--- config.mk ---
export PLATFORM = sky130hd
export DESIGN_NAME = bank_drain_scheduler
export DESIGN_NICKNAME = d
export VERILOG_FILES = /design/src/rtl/bank_drain_scheduler.sv
export SDC_FILE = /design/constraint.sdc
export NUM_CORES = 1
export LEC_CHECK = 0
export CAP_MARGIN = 20
export CORE_UTILIZATION = 53
export CTS_CLUSTER_SIZE = 30
export DETAILED_ROUTE_END_ITERATION = 10
export GPL_ROUTABILITY_DRIVEN = 0
export GPL_TIMING_DRIVEN = 0
export HOLD_SLACK_MARGIN = 0.03
export PLACE_DENSITY = 0.82
export SETUP_SLACK_MARGIN = 0.05
export SYNTH_ARGS = -nofsm -noshare
export SYNTH_HDL_FRONTEND = slang
export SYNTH_SLANG_ARGS = --single-unit
--- constraint.sdc ---
create_clock -name clk -period 4.53 [get_ports clk]
set_clock_uncertainty 0.1 [all_clocks]
set_input_delay 0.6795 -clock clk [delete_from_list [all_inputs] [get_ports clk]]
set_output_delay 0.6795 -clock clk [all_outputs]
set_load 0.03 [all_outputs]
--- src/rtl/bank_drain_scheduler.sv ---
// Drains accumulator banks one entry at a time in entry-major order, one read in flight,
// emitting each captured word as a valid/ready beat tagged with its skewed tile coordinates.
module bank_drain_scheduler #(
  parameter int BANK_COUNT = 32,
  parameter int TILE_SIZE  = 256,
  parameter int DATA_W     = 16
) (
  input  logic                          clk,
  input  logic                          rst_n,
  input  logic                          start,
  input  logic [$clog2(TILE_SIZE):0]    num_rows,
  output logic                          busy,
  output logic                          done,
  output logic                          rd_en,
  output logic [$clog2(BANK_COUNT)-1:0] rd_bank,
  output logic [$clog2(TILE_SIZE)-1:0]  rd_entry,
  input  logic [DATA_W-1:0]             rd_data,
  output logic                          out_valid,
  input  logic                          out_ready,
  output logic [$clog2(TILE_SIZE)-1:0]  out_row,
  output logic [$clog2(BANK_COUNT)-1:0] out_column,
  output logic [DATA_W-1:0]             out_data
);

  localparam int BW = $clog2(BANK_COUNT);
  localparam int EW = $clog2(TILE_SIZE);
  localparam int NW = EW + 1;
  // Wide enough for 3*entry before reducing modulo BANK_COUNT
  localparam int TW = ((EW + 2) > BW) ? (EW + 2) : BW;

  typedef enum logic [2:0] {
    IDLE   = 3'd0,
    READ   = 3'd1,
    WAIT   = 3'd2,
    EMIT   = 3'd3,
    FINISH = 3'd4
  } state_t;

  state_t        state_r;
  logic [NW-1:0] rows_r;

  logic [NW-1:0] rows_sat_s;
  logic [TW-1:0] entry_ext_s;
  logic [TW-1:0] triple_s;
  logic [BW-1:0] column_s;
  logic          last_bank_s;
  logic          last_entry_s;

  // Row-count saturation, column skew and end-of-drain detection
  always_comb begin
    rows_sat_s   = (num_rows > NW'(TILE_SIZE)) ? NW'(TILE_SIZE) : num_rows;
    entry_ext_s  = TW'(rd_entry);
    triple_s     = (entry_ext_s << 1'b1) + entry_ext_s;
    // Power-of-two bank count: truncating subtraction is the wrapped modulo
    column_s     = rd_bank - triple_s[BW-1:0];
    last_bank_s  = (rd_bank == BW'(BANK_COUNT - 1));
    last_entry_s = ((NW'(rd_entry) + NW'(1)) == rows_r);
  end

  // Drain sequencer with registered outputs
  always_ff @(posedge clk or negedge rst_n) begin
    if (!rst_n) begin
      state_r    <= IDLE;
      rows_r     <= '0;
      busy       <= 1'b0;
      done       <= 1'b0;
      rd_en      <= 1'b0;
      rd_bank    <= '0;
      rd_entry   <= '0;
      out_valid  <= 1'b0;
      out_row    <= '0;
      out_column <= '0;
      out_data   <= '0;
    end else begin
      case (state_r)
        IDLE: begin
          done <= 1'b0;
          if (start) begin
            busy     <= 1'b1;
            rd_bank  <= '0;
            rd_entry <= '0;
            if (num_rows != '0) begin
              rows_r  <= rows_sat_s;
              rd_en   <= 1'b1;
              state_r <= READ;
            end else begin
              done    <= 1'b1;
              state_r <= FINISH;
            end
          end else begin
            busy <= 1'b0;
          end
        end
        READ: begin
          rd_en   <= 1'b0;
          state_r <= WAIT;
        end
        WAIT: begin
          out_data   <= rd_data;
          out_row    <= rd_entry;
          out_column <= column_s;
          out_valid  <= 1'b1;
          state_r    <= EMIT;
        end
        EMIT: begin
          if (out_ready) begin
            out_valid <= 1'b0;
            if (last_bank_s && last_entry_s) begin
              done    <= 1'b1;
              state_r <= FINISH;
            end else begin
              if (last_bank_s) begin
                rd_bank  <= '0;
                rd_entry <= rd_entry + EW'(1);
              end else begin
                rd_bank  <= rd_bank + BW'(1);
              end
              rd_en   <= 1'b1;
              state_r <= READ;
            end
          end else begin
            out_valid <= 1'b1;
          end
        end
        FINISH: begin
          done    <= 1'b0;
          busy    <= 1'b0;
          state_r <= IDLE;
        end
        default: begin
          state_r   <= IDLE;
          busy      <= 1'b0;
          done      <= 1'b0;
          rd_en     <= 1'b0;
          out_valid <= 1'b0;
        end
      endcase
    end
  end

endmodule

==> flow_metrics.env <==
export IMPL_critPathLaunchType="flop"
export IMPL_clkSinkCount=58
export IMPL_reg2regPathDepth=8
export IMPL_final_max_slew_viol_count=0
export IMPL_p_switching_mw=0.982
export IMPL_rows=26
export IMPL_critPathRequiredTime_ns=4.64
export IMPL_coreArea_sq_mm=0.00524
export IMPL_ys_seq_area_frac=0.490
export IMPL_yosys_most_used_dff="dfrtp_1"
export IMPL_p_leak_nw=1.74
export IMPL_die_x_um=76.8
export IMPL_finalCritPeriodShare=0.635
export IMPL_antenna_found_initial=0
export IMPL_ir_worst_vdd_v=0.000487
export IMPL_num_io_pins=75
export IMPL_grt_max_degree=34
export IMPL_overflow=0
export IMPL_dp_hpwl_um=4870
export IMPL_crit_arrival_ns=2.98
export IMPL_worst_slack_ns=1.65
export IMPL_antenna_left=0
export IMPL_hold_buffers=0
export IMPL_rsz0062_at_grt="no"
export IMPL_synth_fp_nets=316
export IMPL_die_y_um=76.8
export IMPL_ys_warnings_count=0
export IMPL_grt_pass1_wl_um=11200
export IMPL_reg2reg_slack_ns=1.65
export IMPL_cts_made_buffers=9
export IMPL_clock_latency_ns=0.34
export IMPL_status="complete, no violations"
export IMPL_synth_cells=274
export IMPL_synth_async_reset_ratio=1.00
export IMPL_drtIter0Drc=166
export IMPL_pre_cts_slack_ns=1.37
export IMPL_first_pass_iters=4
export IMPL_seqPwrFrac=0.328
export IMPL_drive_above_1_share=0.153
export IMPL_ctsResizeCount=0
export IMPL_final_nets=403
export IMPL_p_sw_frac=0.388
export IMPL_synth_area_per_cell_sq_um=10.8
export IMPL_n_antenna_cell=0
export IMPL_final_min_clock_period_ns=2.88
export IMPL_worst_pin_slew_ns=0.929
export IMPL_initial_core_util=0.566
export IMPL_synth_cell_type_count=48
export IMPL_finalSetupTns_ns=0
export IMPL_synth_seq_cells=58
export IMPL_crit_type="flop to flop"
export IMPL_cts_root_buffer="clkbuf_8"
export IMPL_max_slew_margin=0.364
export IMPL_p_int_mw=1.55
export IMPL_vias=2407
export IMPL_cts_clk_slew_worst_paths_ns=0.07
export IMPL_htreeDepth=3
export IMPL_power_density_mw_per_mm2=628
export IMPL_setup_viol=0
export IMPL_grt_pass1_vias=2316
export IMPL_fillCellCount=383
export IMPL_cts_tree="done"
export IMPL_cap_violations=0
export IMPL_die_area_sq_mm=0.00590
export IMPL_portBuffers=74
export IMPL_worst_path_max_fanout=10
export IMPL_syn_to_final_growth_pct=36.0
export IMPL_routed_wl_um=6620
export IMPL_holdCritPathClass="primary input to asynchronous set/reset pin"
export IMPL_clock_path_buffers=2
export IMPL_synth_area_sq_mm=0.00296
export IMPL_combPwrFrac=0.465
export IMPL_synth_edff_count=0
export IMPL_hold_viol=0
export IMPL_vias_per_cell=5.52
export IMPL_wl_per_cell_um=15.2
export IMPL_post_cts_setup_buffers=0
export IMPL_power_share_clock=0.207
export IMPL_drc=0
export IMPL_end_kind="flop"
export IMPL_max_freq_mhz=348
export IMPL_grt_total_usage=0.248
## power by group through the flow
| stage | Combinational [mW] | Sequential [mW] | Clock, mW |
|---|---|---|---|
| 6_report | 1.18 | 0.830 | 0.525 |
| 2_1_floorplan | 0.511 | 1.07 | 0 |
| 4_1_cts | 1.18 | 0.830 | 0.529 |
| 3_5_place_dp | 1.17 | 0.838 | 0 |
| 5_1_grt | 1.27 | 0.851 | 0.553 |
| 3_3_place_gp | 1.15 | 0.825 | 0 |
## area by class of cell
cell class                 instances  area [sq um]  share of cell area
multi-input combinational        194          1420               0.353
inverter                          12          45.0              0.0112
clock buffer                      10           138              0.0342
clock inverter                     6          80.1              0.0199
tap                               70          87.6              0.0217
sequential                        58          1450               0.360
timing repair buffer              76           761               0.189
buffer                            10          46.3              0.0115
## final timing paths
kind                                              start                       end
worst max-delay path            rd_entry[4]$_DFFE_PN0P_   rd_entry[2]$_DFFE_PN0P_
worst min-delay path                              rst_n  out_data[10]$_DFFE_PN0P_
worst max register to register  rd_entry[4]$_DFFE_PN0P_   rd_entry[2]$_DFFE_PN0P_
worst min register to register   out_row[3]$_DFFE_PN0P_    out_row[3]$_DFFE_PN0P_
max in group asynchronous                         rst_n   rd_entry[2]$_DFFE_PN0P_
min in group clk                 out_row[3]$_DFFE_PN0P_    out_row[3]$_DFFE_PN0P_
## layer usage
metal  track usage  vias up  part of all wire
met2         0.414       61              0.51
li1              -     1149                 -
met1         0.300     1181              0.43
met5             0        -                 0
met3        0.0488       16             0.040
met4         0.135        0             0.021
## cell usage in the layout (no fill, tap or decap), drive strengths merged, types with 2 or more instances in the layout
cell type      netlist  final
dfrtp               58     58
nor4b                3      3
a221o                5      5
xor2                 6      6
mux2                21     21
clkbuf               9     20
buf                  1      3
inv                 12     12
nor4                 4      4
a2111oi              2      2
clkdlybuf4s50        0     73
a22o                 7      7
o21a                 2      2
nand2               36     36
nor2                12     12
nand2b               4      4
nand3b               5      5
nand4                2      2
fa                   3      3
bufinv               0      2
ha                  10     10
and3                 2      2
nand3                4      4
o22ai                2      2
or2                  5      5
o21ai               16     16
clkinv               0      4
a21oi                7      7
nor3                11     11
xnor2               10     10
a21o                 3      3
## per-stage QoR
stage / power (mW) / std cells / hold WS [ns] / instance area [sq um] / utilization
after floorplan: 1.58 / 274 / 0.284 / 2960 / -
after global placement: 1.97 / 418 / 0.359 / 3790 / 0.724
after detailed placement: 2.01 / 419 / 0.376 / 3810 / 0.727
after CTS: 2.54 / 435 / 0.259 / 4030 / 0.769
after global routing: 2.67 / 436 / 0.295 / 4030 / 0.769
final: 2.53 / 436 / 0.248 / 4030 / 0.769
## critical path, stage by stage (launching register included)
cell	delay, ns
dfrtp_1	0.51
ha_1	0.27
nand3_2	0.12
o21a_1	0.23
or4_4	0.50
a2111oi_4	0.40
buf_6	0.20
nor2_4	0.07
a221o_1	0.34
## registers in the layout (all words and copies together), names as in the netlist
name        count
busy            1
done            1
out_column      5
out_data       16
out_row         8
out_valid       1
rd_bank         5
rd_en           1
rd_entry        8
rows_r          9
state_r         3
## cells by family after synthesis
kind of cell | after synthesis | synth area share
simple gates | 92 | 0.160
flops | 58 | 0.490
compound gates | 52 | 0.130
buf+inv | 22 | 0.0308
mux | 21 | 0.0798
xor+xnor | 16 | 0.0473
fa+ha+maj | 13 | 0.0625
## cells in the mapped netlist, drive strengths merged, types with 4 or more instances
master | n | area share
mux2 | 21 | 0.080
or2 | 5 | 0.011
inv | 12 | 0.015
nand2b | 4 | 0.0084
o21ai | 16 | 0.027
dfrtp | 58 | 0.49
a221o | 5 | 0.017
nor2 | 12 | 0.018
nand3 | 4 | 0.0084
a21oi | 7 | 0.012
nand2 | 36 | 0.046
nor3 | 11 | 0.019
xnor2 | 10 | 0.030
clkbuf | 9 | 0.012
ha | 10 | 0.042
a22o | 7 | 0.022
nor4 | 4 | 0.0084
xor2 | 6 | 0.018
nand3b | 5 | 0.014
Note: power is estimated with default switching activity, not from simulation.
